**src/rtl/mod10_count_decoder.sv**
```systemverilog
// mod10_count_decoder
//
// Receiving-end decoder for the BCD stream of the MOD10 up/down counter.
// Samples the counter digit, infers the counting direction from consecutive
// samples, rebuilds the tens digit from 9->0 carries and 0->9 borrows, and
// flags any transition the counter cannot legally produce.
//
// Ports:
//   clk          system clock, rising edge
//   reset        synchronous, active-low
//   amostra_en   sample strobe; contador_in is evaluated only when 1
//   contador_in  BCD digit from the counter (legal 0..9)
//   unidade      last accepted units digit
//   dezena       reconstructed tens digit (BCD)
//   direcao      last inferred direction, 0 = up, 1 = down
//   valido       1 while locked and tracking
//   vai_um       one-cycle pulse on an accepted 9->0 up step
//   empresta     one-cycle pulse on an accepted 0->9 down step
//   erro         1 while in the error state
//
// Configuration macro:
//   MOD10_DEC_RESYNC_EN  defined: the error state is left on the next enabled
//                        legal sample (captured, back to LOCK, tens kept).
//                        undefined: the error state is sticky until reset.

module mod10_count_decoder (
    input  logic       clk,
    input  logic       reset,
    input  logic       amostra_en,
    input  logic [3:0] contador_in,
    output logic [3:0] unidade,
    output logic [3:0] dezena,
    output logic       direcao,
    output logic       valido,
    output logic       vai_um,
    output logic       empresta,
    output logic       erro
);

    typedef enum logic [1:0] {
        IDLE,
        LOCK,
        TRACK,
        ERR
    } state_t;

    state_t     state;

    logic [3:0] u_succ;
    logic [3:0] u_pred;
    logic [3:0] d_succ;
    logic [3:0] d_pred;
    logic       legal;
    logic       is_hold;
    logic       is_up;
    logic       is_down;

    // Mod-10 neighbours of the held digits and classification of the sample.
    always_comb begin
        u_succ  = (unidade == 4'd9) ? 4'd0 : unidade + 4'd1;
        u_pred  = (unidade == 4'd0) ? 4'd9 : unidade - 4'd1;
        d_succ  = (dezena  == 4'd9) ? 4'd0 : dezena  + 4'd1;
        d_pred  = (dezena  == 4'd0) ? 4'd9 : dezena  - 4'd1;
        legal   = (contador_in <= 4'd9);
        is_hold = legal && (contador_in == unidade);
        is_up   = legal && (contador_in == u_succ);
        is_down = legal && (contador_in == u_pred);
    end

    always_ff @(posedge clk) begin
        if (!reset) begin
            state    <= IDLE;
            unidade  <= '0;
            dezena   <= '0;
            direcao  <= 1'b0;
            valido   <= 1'b0;
            vai_um   <= 1'b0;
            empresta <= 1'b0;
            erro     <= 1'b0;
        end else begin
            // Wrap pulses last exactly one cycle.
            vai_um   <= 1'b0;
            empresta <= 1'b0;

            if (amostra_en) begin
                unique case (state)
                    IDLE: begin
                        if (legal) begin
                            unidade <= contador_in;
                            state   <= LOCK;
                        end else begin
                            state   <= ERR;
                            erro    <= 1'b1;
                        end
                    end

                    LOCK, TRACK: begin
                        if (is_hold) begin
                            // Counter paused: nothing changes.
                        end else if (is_up) begin
                            unidade <= contador_in;
                            direcao <= 1'b0;
                            state   <= TRACK;
                            valido  <= 1'b1;
                            // A successor step from 9 can only be 9->0.
                            if (unidade == 4'd9) begin
                                dezena <= d_succ;
                                vai_um <= 1'b1;
                            end
                        end else if (is_down) begin
                            unidade <= contador_in;
                            direcao <= 1'b1;
                            state   <= TRACK;
                            valido  <= 1'b1;
                            // A predecessor step from 0 can only be 0->9.
                            if (unidade == 4'd0) begin
                                dezena   <= d_pred;
                                empresta <= 1'b1;
                            end
                        end else begin
                            state  <= ERR;
                            valido <= 1'b0;
                            erro   <= 1'b1;
                        end
                    end

                    ERR: begin
`ifdef MOD10_DEC_RESYNC_EN
                        if (legal) begin
                            unidade <= contador_in;
                            state   <= LOCK;
                            erro    <= 1'b0;
                        end
`endif
                    end

                    default: begin
                        state <= IDLE;
                    end
                endcase
            end
        end
    end

endmodule

```
**config.mk**
```make
export PLATFORM = sky130hd
export DESIGN_NAME = mod10_count_decoder
export DESIGN_NICKNAME = d
export VERILOG_FILES = /design/src/rtl/mod10_count_decoder.sv
export SDC_FILE = /design/constraint.sdc
export NUM_CORES = 1
export LEC_CHECK = 0
export ABC_AREA = 1
export ABC_CLOCK_PERIOD_IN_PS = 1600
export CORE_ASPECT_RATIO = 1.4
export CORE_MARGIN = 10
export CORE_UTILIZATION = 48
export CTS_BUF_LIST = sky130_fd_sc_hd__clkbuf_2
export CTS_CLUSTER_DIAMETER = 150
export DETAILED_ROUTE_END_ITERATION = 12
export PLACE_DENSITY = 0.86
export SYNTH_ARGS = -nofsm -noshare
export SYNTH_HDL_FRONTEND = slang
export SYNTH_SLANG_ARGS = --single-unit
```
**constraint.sdc**
```tcl
create_clock -name clk -period 1.6 [get_ports clk]
set_input_delay 0.48 -clock clk [delete_from_list [all_inputs] [get_ports clk]]
set_output_delay 0.48 -clock clk [all_outputs]
set_load 0.005 [all_outputs]
```
# Word-level counts from Yosys, hierarchy flattened

Index checks and enable logic that the tools add are counted.

Register bits after elaboration: 15
Latch bits: 0
RAM bits: 0
ROM bits: 0
Input port bits: 7
Word-level logic and storage cells: 80
Memories: 0

Add/subtract/negate cells: 4
$mul: 0
Divide/modulo/power cells: 0
Order comparisons: 1
Equal/unequal tests: 14
Shift operators: 0
Multiplexer cells: 29
Bitwise logic cells: 6
Reductions and logical operators: 18

Operator list:

| operator                                                           | count |
|---|---|
| 4-bit two-way mux                                                  | 12 |
| 4-bit == test                                                      | 3 |
| 1-bit two-way mux                                                  | 12 |
| 6-bit AND reduction                                                | 2 |
| 2-bit != test, second input constant                               | 5 |
| 4-bit by 1-bit adder with 4-bit output, second input constant      | 2 |
| 4-bit == test, second input constant                               | 2 |
| 4-bit logical NOT                                                  | 2 |
| 4-bit one-hot mux with 2 select lines                              | 1 |
| 4-bit by 1-bit subtractor with 4-bit output, second input constant | 2 |
| 1-bit NOT                                                          | 6 |
| 3-bit AND reduction                                                | 2 |
| 2-bit nonzero test                                                 | 3 |
| 6-bit OR reduction                                                 | 1 |
| 5-bit AND reduction                                                | 1 |
| 5-bit OR reduction                                                 | 1 |
| 4-bit <= comparator, second input constant                         | 1 |
| 2-bit two-way mux                                                  | 2 |
| 2-bit one-hot mux with 2 select lines                              | 1 |
| 4-bit AND reduction                                                | 1 |
| 1-bit logical AND                                                  | 3 |
| 3-bit != test, second input constant                               | 1 |
| 2-bit by 1-bit == test with 1-bit output, second input constant    | 1 |
| 2-bit == test, second input constant                               | 1 |
| 4 further kinds                                                    | 4 |

# Depth between registers and ports, before layout

Gate-level depths: netlist of the first run.

Depth in word-level cells: 8
Mapped depth: 13
Mapped depth without buffers: 13

# Worst setup path after synthesis of the first run

OpenSTA, ideal clock, no wires.

Kind: input to register
Start: in contador_in[3]
End: reg unidade[0]
Library setup time: 115 ps
Arrival: 1589 ps
Required time: 1485 ps
Setup slack: -104 ps
Stages: 9
Buffers on the path: 0
Path through: inv_1 nor2_1 nor2_1 nand3_1 nand3b_2 a21oi_1 nand3_1 nand2_1 nor2_1

Longest elaborated chain between the ends: 5
Elaborated cells on any way between the ends: 14

Ends and longest elaborated chain:

| item                                                 | RTL line | text |
|---|---|---|
| from (decl)                                          | 30       | `input logic [3:0] contador_in,` |
| 4-bit <= comparator or 4-bit == test (tied branches) | 64, 66   |  |
| 1-bit logical AND                                    | 66       | `is_up = legal && (contador_in == u_succ);` |
| 4-bit two-way mux                                    | 100      | `end else if (is_up) begin` |
| 4-bit two-way mux                                    | 98       | `if (is_hold) begin` |
| 4-bit one-hot mux with 2 select lines                | 86       | `unique case (state)` |
| to (signal assigned)                                 | 89       | `unidade <= contador_in;` |
| to (signal assigned)                                 | 101      | `unidade <= contador_in;` |
| to (signal assigned)                                 | 111      | `unidade <= contador_in;` |
| to (decl)                                            | 31       | `output logic [3:0] unidade,` |

Parallel ways exist; a longest one is shown, timed or not. The select of a mux whose other input is x is not followed.
A chain may end at the register's enable or synchronous reset.

# Worst setup path in the final report of the first run

Start: reg unidade[2]
End: reg dezena[1]

Longest elaborated chain between the ends: 6
Elaborated cells on any way between the ends: 18

Ends and longest elaborated chain:

| item                                                                                     | RTL line | text |
|---|---|---|
| 4-bit by 1-bit adder with 4-bit output, or another cell as far along                     | 60       | `u_succ = (unidade == 4'd9) ? 4'd0 : unidade + 4'd1;` |
| 4-bit two-way mux, on equally long branches                                              | 60, 61   |  |
| 4-bit == test, on equally long branches                                                  | 66, 67   |  |
| 1-bit logical AND, on equally long branches                                              | 66, 67   |  |
| 2-bit by 1-bit != test with 1-bit output (no line) or 2-bit nonzero test (tied branches) | n/a      |  |
| 6-bit AND reduction (no line)                                                            | n/a      |  |
| to (signal assigned)                                                                     | 107      | `dezena <= d_succ;` |
| to (signal assigned)                                                                     | 117      | `dezena <= d_pred;` |
| to (decl)                                                                                | 32       | `output logic [3:0] dezena,` |

Parallel ways exist; a longest one is shown, timed or not.

==> impl.org, run 1 <==
** Status
- The run finished, with violations left.
- The final reports fail on setup timing.

** Yosys
- Yosys printed 0 warnings.
- Of the total synthesized cell area, the portion taken by full adders, half adders and majority gates is 0.0115.
- Number of nets produced by synthesis :: 194
- Post-synthesis register bit count :: 15
- After synthesis, the cell types taking the most area are sky130_fd_sc_hd__dfxtp_1 28%, sky130_fd_sc_hd__nand2_1 22%, sky130_fd_sc_hd__nor2_1 11%.
- By area, the combinational part of the netlist is dominated by simple AND/OR/NAND/NOR gates.
- Seq/Total Area, Yosys :: 0.277
- Average size of a mapped cell :: 5.83 µm²
- Simple-gate portion of the synthesized area :: 0.527
- Xor and xnor fraction of the mapped netlist area :: 0.00807
- Yosys mapped the design onto 25 distinct sky130hd cell types.
- Synth Instances :: 186
- Of all cell types, the one taking the most synthesized area is sky130_fd_sc_hd__dfxtp_1.
- Compound-cell area share of the yosys netlist :: 0.0980
- Summing every instance area after synthesis gives 0.00108 mm².
- Share of synthesized area spent on multiplexers :: 0
- Proportion of netlist area held by the largest area contributor :: 0.277

** Place
- RePlAce Congestion :: 0.995
- Quantity of I/O buffers inserted on ports :: 19
- Once detailed placement completed, the half-perimeter wirelength came to 2720 µm.
- Before CTS, the worst setup slack after placement is -0.769 ns.

** Critical path
- Worst endpoint data arrival time :: 2.20 ns
- The worst setup path is launched from a register.
- Of all nets on the critical path, the largest fanout is 6.
- In this run the critical register-to-register path is launched from unidade[2].
- CP required :: 1.82 ns
- Capture instance of the worst register-to-register path :: dezena[1]
- Number of cell instances on the worst register-to-register path :: 12
- Across all register-to-register paths, the minimum setup slack is -0.38 ns.
- STA classifies the critical path endpoint as a register.
- The setup path with the least slack is of type register to register.

** Timing
- Worst-case hold slack :: 0.484 ns
- Setup repair after global routing missed its margin :: true
- Maximum clock frequency :: 0.504 GHz
- In this run the tightest slew margin relative to its limit is 0.777.
- Setup total negative slack on the finished layout was measured at -4.09 ns.
- The final max-slew violation count is 0.
- Portion of the clock cycle consumed by the worst path in the final layout :: 1.24
- Minimum setup slack in the final design :: -0.385 ns
- Setup violations remaining at the end of the flow were counted as 16.
- Clock period minus final worst setup slack :: 1.98 ns
- Worst slew pin tran :: 0.333 ns
- The final count of hold timing violations was 0.
- Across the routed clock network, the largest skew measured is 0.00101 ns.

** Min path
- Worst Hold Depth :: 2
- Min-Delay Startpoint :: state[0]
- Worst-case hold path end point :: state[0]
- Hold/Removal Path Class :: register to register

** Floorplanning
- Die Wd :: 60.2 µm
- The region available for standard cell placement spans 0.00218 mm².
- The initial utilization of the core area, before any placement, comes to 0.498.
- Standard-cell row count :: 20
- From bottom edge to top edge, the die measures 76.3 µm.
- The floorplan step defined a die boundary enclosing 0.00459 mm².
- Number of I/O pins :: 20

** Finish
- Number of fill cells in the layout :: 75
- The repair_antennas step left the layout with diodes totalling 0.
- Layout cells sized above 1 :: 0.551
- Layout net count :: 265
- Across the whole layout, storage elements account for 327 µm².
- In the final layout, the multi-input gates occupy 977 µm².
- From synthesis to final layout, the design area changed by 86.3%.

** CTS
- Clock-pin slew on the worst setup and hold paths :: 0.18 ns
- H-tree lvl count :: 1
- The tree is rooted in a sky130_fd_sc_hd__clkbuf_2.
- Buffers inserted to repair hold after CTS numbered 0.
- TritonCTS built the clock tree.
- Number of clock buffers inserted by TritonCTS :: 3
- The clock drives 15 sinks.
- Later-pin clock latency in the skew report :: 0.30 ns
- The longest clock path from root to sink contains 2 buffers.

** Global route
- Entering global routing, the biggest net connects 10 pins.
- The first global-routing pass estimated 7680 µm of wire.
- Vias in the first global route :: 1657
- The initial antenna violation count is 0.
- For this run the aggregate overflow at the end of global routing stands at 0.
- Aggregate global-route resource usage :: 0.208

** Routing
- Antenna-violating nets left :: 0
- Number of vias after detailed routing :: 1831
- Final wirelength :: 6530 µm
- In the final routed layout, each cell accounts on average for 23.5 µm.
- Iteration count of the initial detailed-routing pass :: 6
- After detailed routing, the number of remaining DRC violations is 0.
- DR iter-0 viols :: 267
- Mean number of vias per cell :: 6.59

** Pwr
- Total power per unit cell area :: 957 mW/mm²
- The analysis attributes to cell leakage a power of 0.990 nW.
- Power after layout :: 1.93 mW
- The worst-case IR drop observed on VDD is 840 µV.

** Job
- Across the run, the number of max-cap violations was 0.
-- cell type report --
class | instances | share of cell area
Tap cell | 22 | 0.0136
Clock inverter | 1 | 0.00248
Timing Repair Buffer | 67 | 0.278
Sequential cell | 15 | 0.162
Multi-Input combinational cell | 149 | 0.484
Clock buffer | 3 | 0.00743
Inverter | 21 | 0.0533
-- synthesized netlist by cell type, drive strengths merged --
master  count
a21oi      12
buf         1
clkinv      1
dfxtp      15
ha          1
inv        20
nand2      65
nand3      22
nand3b      1
nand4       4
nor2       35
nor3        1
nor4        1
o21ai       5
o22ai       1
xnor2       1
-- layout by cell type (no fill, tap or decap), types with 2 or more instances in the layout --
cell                              Yosys  layout
sky130_fd_sc_hd__dfxtp_1             15       4
sky130_fd_sc_hd__dfxtp_2              0       6
sky130_fd_sc_hd__clkdlybuf4s50_1      0       2
sky130_fd_sc_hd__inv_1               17      12
sky130_fd_sc_hd__nand3_4              1       2
sky130_fd_sc_hd__nand2_2              2      20
sky130_fd_sc_hd__nand3_2              1      10
sky130_fd_sc_hd__nand2_1             63      39
sky130_fd_sc_hd__buf_4                0      40
sky130_fd_sc_hd__nor2_4               1       7
sky130_fd_sc_hd__o21ai_2              1       2
sky130_fd_sc_hd__a21oi_1             11       7
sky130_fd_sc_hd__a21oi_2              0       3
sky130_fd_sc_hd__buf_6                0       7
sky130_fd_sc_hd__inv_2                3       4
sky130_fd_sc_hd__nand3_1             20      10
sky130_fd_sc_hd__dlygate4sd2_1        0      12
sky130_fd_sc_hd__nand2_4              0       5
sky130_fd_sc_hd__a21oi_4              1       2
sky130_fd_sc_hd__dfxtp_4              0       5
sky130_fd_sc_hd__nor2_1              33      20
sky130_fd_sc_hd__clkdlybuf4s15_2      0       2
sky130_fd_sc_hd__clkbuf_2             0       6
sky130_fd_sc_hd__nor2_2               1       8
sky130_fd_sc_hd__o21ai_0              4       2
sky130_fd_sc_hd__nand4_1              3       3
-- state kept, by name, indices dropped and copies added, names as in the netlist --
name / flops
erro: 1
dezena: 4
empresta: 1
state: 2
direcao: 1
valido: 1
vai_um: 1
unidade: 4
-- critical path, cell delays in order (launching register included) --
cell and delay (ns):
sky130_fd_sc_hd__dfxtp_4 0.40, sky130_fd_sc_hd__buf_12 0.13, sky130_fd_sc_hd__clkinv_8 0.07, sky130_fd_sc_hd__o21ai_2 0.22, sky130_fd_sc_hd__nand3_1 0.16, sky130_fd_sc_hd__nand2_2 0.15
sky130_fd_sc_hd__buf_4 0.13, sky130_fd_sc_hd__buf_4 0.11, sky130_fd_sc_hd__nand4_1 0.16, sky130_fd_sc_hd__nand2_1 0.11, sky130_fd_sc_hd__nand3_1 0.08, sky130_fd_sc_hd__nand2_1 0.12
sky130_fd_sc_hd__nor2_1 0.06
-- report_power, final --
group	total (mW)	internal, mW	switching [mW]
clock network	0.202	0.0567	0.145
logic	1.26	0.516	0.745
registers	0.470	0.420	0.0496
-- kinds of logic after synthesis --
kind of cell | after synthesis
AND/OR/NAND/NOR | 129
buffers and inverters | 22
AO/OA/AOI/OAI | 18
flip-flops | 15
XOR/XNOR | 1
adder cells (fa/ha/maj) | 1
-- through the flow --
step                instances  area [µm²]   util
floorplan                 186        1110      -
global placement          255        1540  0.708
detailed placement        255        1540  0.708
CTS                       271        1790  0.822
global route              278        2020  0.928
finish                    278        2020  0.928
-- layer usage --
metal / track usage / routed length [µm]
met5: 0 / 0
met1: 0.218 / 2160
met3: 0.0533 / 750
met2: 0.363 / 3100
met4: 0.0901 / 518
-- repair_timing --
| action | in CTS | in global routing |
|---|---|---|
| pin swaps | 15 | 25 |
| buffers inserted | 12 | 10 |
| setup endpoints to repair | 28 | 16 |
| gates resized for setup | 70 | 56 |
-- worst max-delay path by stage --
stage | startpoint | depth (start not counted) | endpoint | slack [ns]
finish | unidade[2] | 12 | dezena[1] | -0.38
global route | unidade[1] | 11 | dezena[0] | -0.52
CTS | unidade[1] | 12 | dezena[3] | -0.12
detailed placement | contador_in[2] | 13 | dezena[3] | -0.77
global placement | contador_in[3] | 10 | unidade[0] | -0.67
floorplan | contador_in[2] | 11 | dezena[0] | -0.02
Note: power is estimated with default switching activity, not from simulation.
==> inputs of run 2 (changes only) <==
Settings changed: CELL_PAD_IN_SITES_DETAIL_PLACEMENT set to 1, CELL_PAD_IN_SITES_GLOBAL_PLACEMENT set to 1, CORE_UTILIZATION 48 to 33, PLACE_DENSITY 0.86 to 0.87.
==> run 2 against run 1 <==
The run still ends with setup timing left. Critical endpoint is now unidade[2]. Combinational power is 6% higher. Critical path type unchanged. Largest power group unchanged. Sequential power is 4.7% higher. First-iteration DRC count is 52% lower. Global-route usage is 1.9 points higher. Setup slack better by 0.012 ns. Register-to-register slack hardly changed.
==> impl.org, run 2 (synthesis gave the netlist of run 1 again) <==
** Status
- Result of the run :: complete, but fails checks (unchanged)
- Violations in the final reports :: setup timing (unchanged)

** Critical path
- The launch instance of the worst register-to-register path is unidade[2] (unchanged).
- The critical setup path kind is register to register (unchanged).
- The critical path depth in cells came to 10 (was 12).
- The worst path required time came to 1.85 ns (was 1.82 ns).
- Longest individual stage delay on the worst path :: 0.40 ns (about the same)
- The total buffers and inverters traversed by the critical path is 2 (was 4).
- The cell with the biggest individual delay on the critical path is sky130_fd_sc_hd__dfxtp_4 (unchanged).
- The biggest fanout along the worst timing path is 8 (was 6).
- Register-to-register path setup slack :: -0.37 ns (was -0.38 ns)
- Critical path, cell by cell :: buf_4 > nor2_4 > nand2_1 > nand3_1 > nand2_2 > nand3_4 > buf_4 > nand3_4 > a21oi_1 > nor2_1 (was buf_12 > clkinv_8 > o21ai_2 > nand3_1 > nand2_2 > buf_4 > buf_4 > nand4_1 > nand2_1 > nand3_1 > nand2_1 > nor2_1)
- Number of cell instances on the worst register-to-register path :: 10 (was 12)
- Critical path endpoint category :: register (unchanged)
- Worst endpoint data arrival time :: 2.23 ns (was 2.20 ns)
- Critical path's top delay family :: simple AND/OR/NAND/NOR gates (unchanged)
- Startpoint types :: register (unchanged)
- Capture instance of the worst register-to-register path :: unidade[2] (was dezena[1])

** Place
- Quantity of I/O buffers inserted on ports :: 19 (unchanged)
- The post-place setup slack was -0.811 ns (was -0.769 ns).
- Placed wire-length estimate :: 3460 µm (was 2720 µm)
- The final weighted congestion in routability-driven placement was 0.932 (was 0.995).
- The total placed cells including tap cells came to 281 (was 255).

** Routing
- Antenna-violating nets left :: 0 (unchanged)
- The number of remaining DRC errors was 0 (unchanged).
- The via count normalized by instance count was 5.76 (was 6.59).
- Iteration count of the initial detailed-routing pass :: 4 (was 6)
- The iteration-0 DRC count of the detailed router was 129 (was 267).
- Number of vias after detailed routing :: 1723 (was 1831)
- The final wirelength was 7490 µm (was 6530 µm).
- The per-cell routed wire length was 25.1 µm (was 23.5 µm).

** Min path
- Hold/Removal Path Class :: register to register (unchanged)
- Worst-case hold path end point :: erro (was state[0])
- Worst Hold Depth :: 2 (unchanged)
- The startpoint of the most critical hold path is erro (was state[0]).

** CTS
- The number of buffers added by the clock tree synthesis step was 3 (unchanged).
- Later-pin clock latency in the skew report :: 0.37 ns (was 0.30 ns)
- The total clock sinks is 15 (unchanged).
- Clock tree from TritonCTS :: built (unchanged)
- The root buffer cell is sky130_fd_sc_hd__clkbuf_2 (unchanged).
- The number of buffers between clock root and the deepest sink was 2 (unchanged).
- H-tree lvl count :: 1 (unchanged)
- The clock-pin transition on the worst setup and hold timing paths was 0.18 ns (about the same).

** Timing
- The final max-slew violation count came to 0 (unchanged).
- The slew of the pin with the lowest slew margin is 0.344 ns (was 0.333 ns).
- Final-layout setup total negative slack :: -3.95 ns (was -4.09 ns)
- The clock skew is 0.0196 ns (was 0.00101 ns).
- Clock period minus final worst setup slack :: 1.97 ns (was 1.98 ns)
- The tightest slew margin relative to the limit is 0.770 (was 0.777).
- The period utilization was 1.23 (was 1.24).
- Minimum setup slack in the final design :: -0.373 ns (was -0.385 ns)
- The highest attainable clock frequency came to 0.507 GHz (was 0.504 GHz).
- Setup repair after global routing missed its margin :: true (unchanged)
- Hold violation total from the final report :: 0 (unchanged)
- Setup-violating endpoint count in the final report :: 16 (unchanged)

** Finish
- Layout net count :: 269 (was 265)
- The most common library cell in the layout ignoring fill and taps is sky130_fd_sc_hd__buf_4 (unchanged).
- The synthesis-to-finish area growth is 93.7% (was 86.3%).
- Most frequent cells in the layout :: 43 x sky130_fd_sc_hd__buf_4, 39 x sky130_fd_sc_hd__nand2_1, 20 x sky130_fd_sc_hd__nor2_1 (was 40 x sky130_fd_sc_hd__buf_4, 39 x sky130_fd_sc_hd__nand2_1, 20 x sky130_fd_sc_hd__nand2_2, 20 x sky130_fd_sc_hd__nor2_1)
- Layout cells sized above 1 :: 0.538 (was 0.551)
- Number of non-filler instances in the completed layout :: 299 (was 278)
- Largest registers: dezena x4, unidade x4, state x2 (unchanged).
- Number of inserted diodes :: 0 (unchanged)
- Number of fill cells in the layout :: 385 (was 75)

** Floorplanning
- Number of I/O pins :: 20 (unchanged)
- Die area :: 0.00601 mm² (was 0.00459 mm²)
- Initial standard-cell utilization of the core :: 0.344 (was 0.498)
- Die Wd :: 68.5 µm (was 60.2 µm)
- Total core area :: 0.00315 mm² (was 0.00218 mm²)
- The y dimension of the die came to 87.8 µm (was 76.3 µm).
- The number of rows created at floorplan was 24 (was 20).

** Pwr
- IR Drop Worst-Case VDD :: 687 µV (was 840 µV)
- The power density over the cells was 972 mW/mm² (was 957 mW/mm²).
- The static leakage power is 1.02 nW (was 0.990 nW).

** Global route
- The total global routing track utilization came to 0.226 (was 0.208).
- The maximum number of pins on one net before global-route repair came to 10 (unchanged).
- The residual overflow from global routing is 0 (unchanged).
- The global-route wire length before repair is 10100 µm (was 7680 µm).
- The number of global-route vias before repair is 1834 (was 1657).
- The initial antenna violation count is 0 (unchanged).

** Job
- Max Cap Violations :: 0 (unchanged)
## run 2: worst max path at each step
stage / slack (ns) / endpoint / start
after global placement: -0.73 / unidade[3] / contador_in[2]
after global routing: -0.47 / unidade[2] / unidade[2]
after floorplan: -0.02 / dezena[0] / contador_in[2]
final: -0.37 / unidade[2] / unidade[2]
after CTS: -0.10 / dezena[1] / unidade[3]
after detailed placement: -0.81 / dezena[0] / contador_in[2]
## run 2: layer usage
layer,part of all wire,GRT usage,up-vias
li1,-,-,746
met1,0.36,0.241,816
met2,0.49,0.396,110
met3,0.070,0.0345,51
met4,0.074,0.141,0
met5,0,0,-
## run 2: where the power goes
part / internal, mW / switching, mW
Clock: 0.0562 / 0.163
Sequential: 0.423 / 0.0690
Combinational: 0.546 / 0.785
## run 2: layout make-up
cell class / count / area, µm² / share of cell area
inverters: 21 / 100 / 0.0476
multi-input cells: 149 / 998 / 0.475
flip-flops and latches: 15 / 327 / 0.155
clock buffers: 3 / 15.0 / 0.00715
repair buffers: 71 / 607 / 0.289
clock inverters: 1 / 5.00 / 0.00238
well taps: 39 / 48.8 / 0.0232
## run 2: repair_timing
item                                   4_1_cts  5_1_grt
setup endpoints to repair                   28       19
pin swaps                                   16       13
buffers inserted                             9        6
gates cloned                                 0        0
resized for setup                           84       48
hold buffers                                 0        0
endpoints found under the hold margin        0        0
## run 2: tightest hold or removal path, stage by stage (launching register included)
cell and delay, ns:
sky130_fd_sc_hd__dfxtp_2 0.36, sky130_fd_sc_hd__inv_1 0.06, sky130_fd_sc_hd__a21oi_1 0.07
## run 2: metrics by stage
stage	total power [mW]	instance area, µm²	util	hold WS, ns
floorplan	0.896	1110	-	0.445
global placement	1.27	1630	0.517	0.435
detailed placement	1.31	1630	0.517	0.444
CTS	1.66	1880	0.597	0.459
global route	2.13	2100	0.666	0.517
finish	2.04	2100	0.666	0.500
==> inputs of run 3 (changes only) <==
Settings changed: CORE_UTILIZATION 33 to 25, PLACE_DENSITY 0.87 to 0.71, SETUP_SLACK_MARGIN set to 0.5.
==> run 3 against run 2 <==
Count of clock-buffer cells in the layout is the same. Routed wire length decreased by 45%. The run still ends with setup timing left. Clock skew shrank 0.0024 ns. Combinational power down 23%. Power down 17%. Global-route usage shrank 11 points. Non-clock buffer count shrank 4. Design area is 8.5% lower. Critical path depth grew 1. First-iteration DRC count down 77%. Highest routed layer unchanged.
==> impl.org, run 3 (synthesis gave the netlist of run 1 again) <==
** Global route
- Initial antenna violation count :: 1 (was 0)
- Aggregate global-route resource usage :: 0.116 (was 0.226)
- Total congestion overflow :: 0 (unchanged)
- The global-route wire length before repair was 6960 µm (was 10100 µm).
- Vias in the first global route :: 1588 (was 1834)
- The maximum number of pins on one net before global-route repair was 10 (unchanged).

** CTS
- The number of buffers added by the clock tree synthesis step is 3 (unchanged).
- H-tree lvl count :: 1 (unchanged)
- The clock tree from TritonCTS is built (unchanged).
- The root buffer cell was sky130_fd_sc_hd__clkbuf_2 (unchanged).
- Number of sinks handled by clock tree synthesis :: 15 (unchanged)
- The number of buffers between clock root and the deepest sink came to 2 (unchanged).
- Clock-pin slew on the worst setup and hold paths :: 0.16 ns (was 0.18 ns)
- Later-pin clock latency in the skew report :: 0.28 ns (was 0.37 ns)

** Finish
- Layout cells sized above 1 :: 0.500 (was 0.538)
- Final std cell area, no fill :: 0.00192 mm² (was 0.00210 mm²)
- Largest registers: dezena x4, unidade x4, state x2 (unchanged).
- P&R area growth vs syn :: 77.2% (was 93.7%)
- The fill cell instance count of the final layout came to 568 (was 385).
- Most frequent cells in the layout :: 51 x sky130_fd_sc_hd__nand2_1, 41 x sky130_fd_sc_hd__buf_4, 24 x sky130_fd_sc_hd__nor2_1 (was 43 x sky130_fd_sc_hd__buf_4, 39 x sky130_fd_sc_hd__nand2_1, 20 x sky130_fd_sc_hd__nor2_1)
- The number of nets in the layout was 265 (was 269).
- The most common library cell in the layout ignoring fill and taps was sky130_fd_sc_hd__nand2_1 (was sky130_fd_sc_hd__buf_4).
- The number of standard cells in the layout, taps in and fillers out was 302 (was 299).

** Routing
- DR iter-0 viols :: 30 (was 129)
- Number of vias after detailed routing :: 1453 (was 1723)
- Antenna-violating nets left :: 0 (unchanged)
- The total iterations of the first detailed-routing run was 4 (unchanged).
- The per-cell routed wire length is 13.7 µm (was 25.1 µm).
- Final wirelength :: 4140 µm (was 7490 µm)
- Count of unresolved DRC violations after routing :: 0 (unchanged)
- Mean number of vias per cell :: 4.81 (was 5.76)

** Place
- Placed Area :: 0.00163 mm² (about the same)
- The post-place setup slack came to -0.788 ns (was -0.811 ns).
- Placed wire-length estimate :: 3210 µm (was 3460 µm)
- Quantity of I/O buffers inserted on ports :: 19 (unchanged)
- The total placed cells including tap cells was 286 (was 281).
- The final weighted congestion in routability-driven placement came to 0.863 (was 0.932).

** Critical path
- Worst reg2reg startpoint :: unidade[1] (was unidade[2])
- The endpoint of the most critical register-to-register path is dezena[2] (was unidade[2]).
- The beginning of the critical path is unidade[1] (was unidade[2]).
- The biggest fanout along the worst timing path is 6 (was 8).
- Register-to-register path setup slack :: -0.12 ns (was -0.37 ns)
- Startpoint types :: register (unchanged)
- Crit path kind :: register to register (unchanged)
- End point of the critical path :: dezena[2] (was unidade[2])
- The capturing element type of the critical path is a register (unchanged).
- The worst reg2reg path depth is 11 (was 10).
- The data arrival time at the worst-slack endpoint is 1.93 ns (was 2.23 ns).
- The worst path required time is 1.81 ns (was 1.85 ns).

** Min path
- The type of the worst min-delay path was register to register (unchanged).
- Worst Hold Depth :: 2 (unchanged)
- The startpoint of the most critical hold path was erro (unchanged).

** Floorplanning
- Number of I/O pins :: 20 (unchanged)
- Die area :: 0.00741 mm² (was 0.00601 mm²)
- The die boundary width was 75.7 µm (was 68.5 µm).
- Die height :: 97.9 µm (was 87.8 µm)
- Standard-cell row count :: 28 (was 24)
- Initial standard-cell utilization of the core :: 0.258 (was 0.344)
- Total core area :: 0.00420 mm² (was 0.00315 mm²)

** Timing
- The total negative slack for setup checks is -0.780 ns (was -3.95 ns).
- The final count of hold timing violations is 0 (unchanged).
- Setup repair after global routing missed its margin :: true (unchanged)
- The highest attainable clock frequency is 0.582 GHz (was 0.507 GHz).
- The slew of the pin with the lowest slew margin came to 0.279 ns (was 0.344 ns).
- The tightest slew margin relative to the limit was 0.814 (was 0.770).
- Minimum setup slack in the final design :: -0.118 ns (was -0.373 ns)
- The number of setup violations in the final report came to 14 (was 16).
- Slew Viols, Final :: 0 (unchanged)
- Portion of the clock cycle consumed by the worst path in the final layout :: 1.07 (was 1.23)
- Clock period minus final worst setup slack :: 1.72 ns (was 1.97 ns)
- The clock skew was 0.0172 ns (was 0.0196 ns).

** Pwr
- The worst supply voltage drop on vdd is 320 µV (was 687 µV).
- The power density over the cells was 883 mW/mm² (was 972 mW/mm²).
- The static leakage power was 0.937 nW (was 1.02 nW).

** Status
- Result of the run :: complete, but fails checks (unchanged)
- Violations in the final reports: setup timing (unchanged).

** Job
- The reported max-cap violation count was 0 (unchanged).
## run 3: cell count changes in the layout (fill, tap and decap cells not counted), moves of 3 or more
cell | previous run | this run
sky130_fd_sc_hd__buf_6 | 10 | 18
sky130_fd_sc_hd__nand2_1 | 39 | 51
sky130_fd_sc_hd__dlygate4sd2_1 | 10 | 0
sky130_fd_sc_hd__nand2_4 | 8 | 2
sky130_fd_sc_hd__nor2_1 | 20 | 24
sky130_fd_sc_hd__buf_2 | 0 | 3
sky130_fd_sc_hd__nor2_4 | 10 | 5
sky130_fd_sc_hd__nand2_2 | 18 | 12
## run 3: critical path, cell delays in order, from the launching register on
cell and delay (ns):
sky130_fd_sc_hd__dfxtp_4 0.43, sky130_fd_sc_hd__nor2_4 0.19, sky130_fd_sc_hd__nor2_2 0.05, sky130_fd_sc_hd__nand3_1 0.09, sky130_fd_sc_hd__nand2_2 0.09, sky130_fd_sc_hd__nor2_4 0.16, sky130_fd_sc_hd__nand3_4 0.12, sky130_fd_sc_hd__a21oi_4 0.21
sky130_fd_sc_hd__nand2_2 0.10, sky130_fd_sc_hd__inv_2 0.08, sky130_fd_sc_hd__nor2_1 0.04, sky130_fd_sc_hd__nor2_1 0.09
## run 3: cell type report
cell class / count / area (µm²) / share of cell area
Sequential cell: 15 / 325 / 0.169
Inverter: 21 / 100 / 0.0521
Clock inverter: 1 / 5.00 / 0.00260
Antenna cell: 1 / 2.50 / 0.00130
Multi-Input combinational cell: 149 / 841 / 0.438
Clock buffer: 3 / 15.0 / 0.00781
Timing Repair Buffer: 67 / 577 / 0.300
Tap cell: 45 / 56.3 / 0.0293
## run 3: repair_timing
action                                 in CTS  in global routing
setup endpoints to repair                  28                 28
hold buffers                                0                  0
pin swaps                                   6                 14
buffers inserted                            6                  5
resized for setup                         114                 19
endpoints found under the hold margin       0                  0
## run 3: power breakdown
| part | leakage (nW) | switching [mW] | total, mW | internal (mW) |
|---|---|---|---|---|
| sequential | 0.129 | 0.0647 | 0.487 | 0.422 |
| clock | 0.0164 | 0.123 | 0.180 | 0.0567 |
| combinational | 0.792 | 0.542 | 1.03 | 0.489 |
## run 3: stage by stage
| step | power, mW | hold WS, ns | util |
|---|---|---|---|
| 2_1_floorplan | 0.897 | 0.445 | - |
| 3_3_place_gp | 1.29 | 0.439 | 0.389 |
| 3_5_place_dp | 1.31 | 0.449 | 0.389 |
| 4_1_cts | 1.65 | 0.472 | 0.436 |
| 5_1_grt | 1.84 | 0.496 | 0.457 |
| 6_report | 1.70 | 0.466 | 0.457 |
## run 3: worst min-delay path by stage
| stage | endpoint | slack [ns] |
|---|---|---|
| floorplan | state[0] | 0.45 |
| global placement | erro | 0.44 |
| detailed placement | erro | 0.45 |
| CTS | erro | 0.47 |
| global route | state[1] | 0.50 |
| finish | erro | 0.47 |
## run 3: metal layers
metal  part of all wire  track usage  wire (µm)  up-vias
met4              0.016       0.0516         65        0
met5                  0            0          0        -
met1               0.38        0.118       1570      694
li1                   -            -          -      737
met3              0.024       0.0162        100        4
met2               0.58        0.218       2410       18
